===== config.mk =====
export PLATFORM = sky130hd
export DESIGN_NAME = fp_div_mant_seq
export DESIGN_NICKNAME = d
export VERILOG_FILES = /design/src/rtl/fp_div_mant_seq.sv
export SDC_FILE = /design/constraint.sdc
export NUM_CORES = 1
export LEC_CHECK = 0
export CAP_MARGIN = 20
export CORE_ASPECT_RATIO = 1.1
export CORE_UTILIZATION = 55
export DETAILED_ROUTE_END_ITERATION = 6
export PLACE_DENSITY = 0.88
export SYNTH_ARGS = -nofsm -noshare
export SYNTH_HDL_FRONTEND = slang
export SYNTH_SLANG_ARGS = --single-unit

===== constraint.sdc =====
create_clock -name clk -period 3.46 [get_ports clk]
set_input_delay 0.519 -clock clk [delete_from_list [all_inputs] [get_ports clk]]
set_output_delay 0.519 -clock clk [all_outputs]
set_load 0.005 [all_outputs]

===== src/rtl/fp_div_mant_seq.sv =====
// Radix-2 restoring mantissa divider for the single-precision divide path.
// Produces one quotient bit per clock, with valid/ready handshakes on both sides.
module fp_div_mant_seq #(
   parameter int MW = 24,
   parameter int QW = 26
) (
   input  logic          clk,
   input  logic          rst_n,
   input  logic          in_valid,
   output logic          in_ready,
   input  logic [MW-1:0] dividend_mant,
   input  logic [MW-1:0] divisor_mant,
   output logic          out_valid,
   input  logic          out_ready,
   output logic [QW-1:0] quo_mant,
   output logic          sticky,
   output logic          dbz
);

   localparam int CW = $clog2(QW + 1);

   localparam logic [1:0] IDLE = 2'd0;
   localparam logic [1:0] BUSY = 2'd1;
   localparam logic [1:0] DONE = 2'd2;

   logic [1:0]    state_q, state_d;
   logic [MW+1:0] rem_q, rem_d;
   logic [MW-1:0] div_q, div_d;
   logic [QW-1:0] q_q, q_d;
   logic [CW-1:0] cnt_q, cnt_d;
   logic [QW-1:0] quo_q, quo_d;
   logic          sticky_q, sticky_d;
   logic          dbz_q, dbz_d;

   logic [MW+1:0] divExt;
   logic [MW+1:0] remSub;
   logic          remGeq;
   logic [MW+1:0] remKeep;
   logic [QW-1:0] qShift;

   // One restoring step: the partial remainder stays below 2*divisor, so MW+2 bits never overflow.
   assign divExt  = {2'b00, div_q};
   assign remSub  = rem_q - divExt;
   assign remGeq  = (rem_q >= divExt);
   assign remKeep = remGeq ? remSub : rem_q;
   assign qShift  = {q_q[QW-2:0], remGeq};

   always_comb begin
      state_d  = state_q;
      rem_d    = rem_q;
      div_d    = div_q;
      q_d      = q_q;
      cnt_d    = cnt_q;
      quo_d    = quo_q;
      sticky_d = sticky_q;
      dbz_d    = dbz_q;
      case (state_q)
         IDLE: begin
            if (in_valid) begin
               div_d = divisor_mant;
               rem_d = {2'b00, dividend_mant};
               q_d   = '0;
               cnt_d = '0;
               if (divisor_mant == '0) begin
                  state_d  = DONE;
                  quo_d    = '1;
                  sticky_d = 1'b0;
                  dbz_d    = 1'b1;
               end else begin
                  state_d = BUSY;
                  dbz_d   = 1'b0;
               end
            end
         end
         BUSY: begin
            q_d   = qShift;
            rem_d = {remKeep[MW:0], 1'b0};
            cnt_d = cnt_q + CW'(1);
            // Sticky reflects the remainder before the final shift.
            if (cnt_q == CW'(QW - 1)) begin
               quo_d    = qShift;
               sticky_d = (remKeep != '0);
               state_d  = DONE;
            end
         end
         DONE: begin
            if (out_ready) begin
               state_d = IDLE;
            end
         end
         default: state_d = IDLE;
      endcase
   end

   always_ff @(posedge clk or negedge rst_n) begin
      if (!rst_n) begin
         state_q  <= IDLE;
         rem_q    <= '0;
         div_q    <= '0;
         q_q      <= '0;
         cnt_q    <= '0;
         quo_q    <= '0;
         sticky_q <= 1'b0;
         dbz_q    <= 1'b0;
      end else begin
         state_q  <= state_d;
         rem_q    <= rem_d;
         div_q    <= div_d;
         q_q      <= q_d;
         cnt_q    <= cnt_d;
         quo_q    <= quo_d;
         sticky_q <= sticky_d;
         dbz_q    <= dbz_d;
      end
   end

   assign in_ready  = (state_q == IDLE);
   assign out_valid = (state_q == DONE);
   assign quo_mant  = quo_q;
   assign sticky    = sticky_q;
   assign dbz       = dbz_q;

endmodule


### Word level (Yosys, flattened, before mapping)

Cells that the tools add are included.

| cells by class | value |
|---|---|
| div/mod/pow operators | 0 |
| multiplexer cells | 21 |
| bitwise logic cells | 0 |
| add/subtract/negate cells | 2 |
| eq/ne operators | 7 |
| shift operators | 0 |
| reduce and logical (&&, ||, !) cells | 8 |
| order comparisons | 1 |
| $mul | 0 |

Operator list:

| kind | count |
|---|---|
| 2-to-1 mux 26 bit | 5 |
| case mux 26 bit (2 select lines) | 2 |
| case mux 25 bit (2 select lines) | 1 |
| greater-or-equal comparator 26 x 24 -> 1 bit | 1 |
| nonzero test 26 bit | 1 |
| subtractor 26 x 24 -> 26 bit | 1 |
| 2-to-1 mux 25 bit | 1 |
| logical NOT 24 bit | 1 |
| case mux 5 bit (2 select lines) | 1 |
| 2-to-1 mux 2 bit | 4 |
| case mux 2 bit (3 select lines) | 1 |
| adder 5 x 1 -> 5 bit (second input constant) | 1 |
| == test 5 bit (second input constant) | 1 |
| 2-to-1 mux 5 bit | 1 |
| 2-to-1 mux 1 bit | 4 |
| inequality test 2 x 1 -> 1 bit (second input constant) | 2 |
| inequality test 2 bit (second input constant) | 2 |
| AND reduction 2 bit | 2 |
| AND reduction 4 bit | 1 |
| AND reduction 3 bit | 1 |
| == test 2 x 1 -> 1 bit (second input constant) | 1 |
| == test 2 bit (second input constant) | 1 |
| logical NOT 2 bit | 1 |
| case mux 1 bit (2 select lines) | 1 |
| nonzero test 2 bit | 1 |

| storage, ports and cells | value |
|---|---|
| output and inout bits | 30 |
| memories kept | 0 |
| RAM bits | 0 |
| latch bits | 0 |
| input bits | 52 |
| bits in registers | 110 |
| bits in read-only memories | 0 |
| word-level logic and storage cells | 47 |

### Depth between registers and ports, before layout

| logic depth | value |
|---|---|
| depth in word-level cells | 5 |
| mapped depth | 14 |
| gate-level depth less buffers | 13 |

### Least setup slack after synthesis

OpenSTA, ideal clock, no wires.

| path | value |
|---|---|
| kind | register to register |
| start | register rem_q[0] |
| end | register sticky_q, in the netlist sticky |
| cell stages (with the launch flop) | 15 |
| required time | 3.323 ns |
| period minus slack after synthesis | 2.776 ns |
| path slack | 0.684 ns |
| buffers on the path | 2 |
| library setup time | 0.137 ns |
| arrival | 2.639 ns |
| path through | dfrtp_1 > inv_1 > ha_1 > inv_1 > fa_1 > a21oi_1 > nor2_1 > o211ai_1 > a211oi_2 > a21oi_1 > buf_4 > buf_2 > nand3_1 > a211oi_1 > a31oi_1 |

| between the ends | value |
|---|---|
| longest elaborated chain between the ends | 5 |
| elaborated cells between the ends (all ways) | 6 |
| classes of those cells | 1 x add/sub; 1 x order compare; 3 x mux; 1 x reduce/logical |

Ends and longest elaborated chain:

| item | line | text |
|---|---|---|
| start, declared | 27 | `logic [MW+1:0] rem_q, rem_d;` |
| start signal, assigned | 107 | `rem_q <= rem_d;` |
| subtractor 26 x 24 -> 26 bit / greater-or-equal comparator 26 x 24 -> 1 bit (equally long branches) | 43, 44 |  |
| 2-to-1 mux 26 bit * | 45 | `assign remKeep = remGeq ? remSub : rem_q;` |
| nonzero test 26 bit * | 82 | `sticky_d = (remKeep != '0);` |
| 2-to-1 mux 1 bit * | 80 | `if (cnt_q == CW'(QW - 1)) begin` |
| case mux 1 bit (2 select lines) * | 57 | `case (state_q)` |
| end signal, assigned | 112 | `sticky_q <= sticky_d;` |
| end, declared | 32 | `logic sticky_q, sticky_d;` |

Mark *: on every way between the ends. The rest lies on a longest branch, timed or not. The select of a mux whose other input is x is not followed.
A chain may end at the register's enable or synchronous reset.

### Worst setup path after layout

| path | value |
|---|---|
| start | register rem_q[22] |
| end | register sticky_q, in the netlist sticky |

Same word-level chain as after synthesis.

==> impl_metrics.ini <==
[outcome]
status = completed

[layout]
final_cell_mix = dfrtp_1 (110), nand2_1 (109), o21ai_0 (87), clkdlybuf4s50_1 (80), nor2_1 (43)
multi_input_area_mm2 = 0.00318
seq_area_mm2 = 0.00275
final_common_cell = dfrtp_1
diodes = 0
fillers = 900
drive_gt1_share_pct = 7.30
nets = 841
area_growth_pct = 21.5

[floorplan]
core_area_mm2 = 0.0109
die_w_um = 103
die_y_um = 113
initial_core_util_pct = 56.7
io-pin-count = 82
dieArea_mm2 = 0.0117
rows = 40

[yosys]
ys_seq_area_share_pct = 44.5
netlist_area_mm2 = 0.00618
synth_cells = 693
synth_flop_cell = dfrtp_1
synth_edf_count = 0
syn_nets = 772
ys_warn_count = 0
syn_area_per_cell_um2 = 8.92
synth-seq-cells = 110
synthDistinctLibCells = 62
ys_async_sr_fraction_pct = 100

[power]
clkPwrFrac_pct = 12.4
power_frac_seq_pct = 24.0
combPwrFrac_pct = 63.6
switchingPower_mw = 4.50
p_int_mw = 4.50
ir_drop_v = 0.000609
netSwitchingFraction_pct = 50.0
p_per_area_mw_per_mm2 = 1200
leakage_nw = 3.05

[job]
cap_violations = 0

[worst_setup_path]
cp-start-kind = flip-flop
max_stage_delay_ps = 470
crit_path_top_delay_cell = ha_1
critPathTopFamily = simple AND/OR/NAND/NOR gates
worst-path-buf-inv = 0
cp-end-kind = flip-flop
arrival_ps = 3450
crit_chain = ha_1, nand4_1, nor3_2, nand2_1, nand4b_1, a21oi_2, or3_1, a211o_1, a21oi_1, a31oi_1
required_ps = 3690
crit_type = reg2reg
crit_path_max_fanout = 11
r2r_setup_slack_ps = 240

[clock_network]
cts_tree = yes
clkTransAtPathRegs_ps = 80
postCtsHoldBufs = 0
cts_root_buf = clkbuf_16
cts.path.max_buffers = 2
htreeDepth = 3
cts_sinks = 110
clock_latency_ps = 360
cts_buffers = 9

[sta]
hold_viol = 0
setup_slack_ps = 236
fmax_mhz = 310
rsz0062_at_grt = no
slew_violations = 0
fin_crit_sh_pct = 93.2
maxSlewHeadroom_pct = 46.2
finalSetupViolations = 0
tns_ps = 0
fin_worst_skew_ps = 10.1
min_period_ps = 3220
worst_pin_slew_ps = 806

[placed_design]
dp_hpwl_um = 12400
io_buffers = 81
gp_congestion = 1.03
pre_cts_ws_ps = 219

[grt]
grt_pass1_vias = 5613
antenna_found_initial = 0
grt_pass1_wl_um = 27900
grt_usage_pct = 31.3
grt_start_max_net_pins = 65
overflow = 0

[detailed_routing]
viasPerCell = 6.25
first_iter_violations = 508
antenna_left = 0
drt_wl_total_um = 17300
first_pass_iters = 6
vias = 5717
wl_per_cell_um = 19.0
drc = 0

[worst_hold_path]
hold_path.class = in2async
==> metrics by stage <==
| step | instance area, µm² | utilization (%) | instances | hold WS (ps) | power [mW] |
|---|---|---|---|---|---|
| after floorplan | 6180 | - | 693 | 223 | 6.14 |
| after global placement | 7140 | 65.4 | 894 | 469 | 7.52 |
| after detailed placement | 7140 | 65.4 | 894 | 477 | 7.64 |
| after CTS | 7470 | 68.4 | 910 | 282 | 8.82 |
| after global routing | 7510 | 68.8 | 914 | 321 | 9.70 |
| final | 7510 | 68.8 | 914 | 253 | 9.01 |
==> cells by family after synthesis <==
logic type      Yosys count  share of synthesized area, %
mux                       8                          1.32
flops                   110                          44.5
compound gates          224                          24.1
buf+inv                  75                          4.74
fa+ha+maj                27                          5.59
simple gates            230                          17.0
xor+xnor                 19                          2.69
==> sequential cells by signal (all words and copies together) (netlist names) <==
name      cells
cnt_q         5
q_q          25
div_q        24
dbz           1
sticky        1
rem_q        26
state_q       2
quo_mant     26
==> power groups by stage <==
stage / combinational, mW / sequential (mW) / clock, mW
floorplan: 4.11 / 2.03 / 0
global placement: 5.37 / 2.14 / 0
detailed placement: 5.47 / 2.17 / 0
CTS: 5.54 / 2.15 / 1.13
global route: 6.30 / 2.21 / 1.18
finish: 5.73 / 2.16 / 1.12
==> final timing paths <==
path,startpoint,endpoint,depth (start not counted)
setup / recovery,rem_q[22],sticky,10
hold / removal,rst_n,q_q[10],1
setup reg to reg,rem_q[22],sticky,10
hold reg to reg,quo_mant[14],quo_mant[14],1
max in group asynchronous,rst_n,div_q[10],2
min in group clk,quo_mant[14],quo_mant[14],1
==> per-layer routing <==
metal | GRT usage (%) | vias to the layer above | wire length, µm
met3 | 3.71 | 63 | 1020
li1 | - | 2610 | -
met2 | 49.7 | 261 | 8380
met4 | 20.3 | 0 | 1000
met1 | 40.0 | 2783 | 6950
met5 | 0 | - | 0
==> synthesized netlist by cell type (5+ instances only) <==
master | count | area (µm²)
mux2i_1 | 7 | 70.1
nand3_1 | 16 | 80.1
xor2_1 | 9 | 78.8
buf_2 | 5 | 25.0
o22a_1 | 25 | 219
a22oi_1 | 22 | 165
nor4_1 | 9 | 56.3
o21ai_0 | 87 | 435
a31oi_1 | 5 | 31.3
a21oi_1 | 44 | 220
nor3_1 | 12 | 60.1
ha_1 | 26 | 325
o211ai_1 | 5 | 37.5
nand4_1 | 7 | 43.8
xnor2_1 | 10 | 87.6
inv_1 | 36 | 135
nand4b_1 | 5 | 43.8
nor2b_1 | 7 | 43.8
nand2_1 | 109 | 409
clkbuf_1 | 28 | 105
dfrtp_1 | 110 | 2750
nor2_1 | 43 | 161
==> layout make-up <==
cell class	count	share of cell area [%]
clock buffer	9	3.00
timing repair buffer	96	12.4
sequential	110	36.6
tap	147	2.45
clock inverter	7	1.37
multi-input combinational	509	42.3
inverter	36	1.80
==> timing repair <==
action / 4_1_cts / 5_1_grt
endpoints found under the setup margin: 0 / 11
setup buffers: 0 / 3
resized for setup: 0 / 2
(Power assumes the default switching activity.)
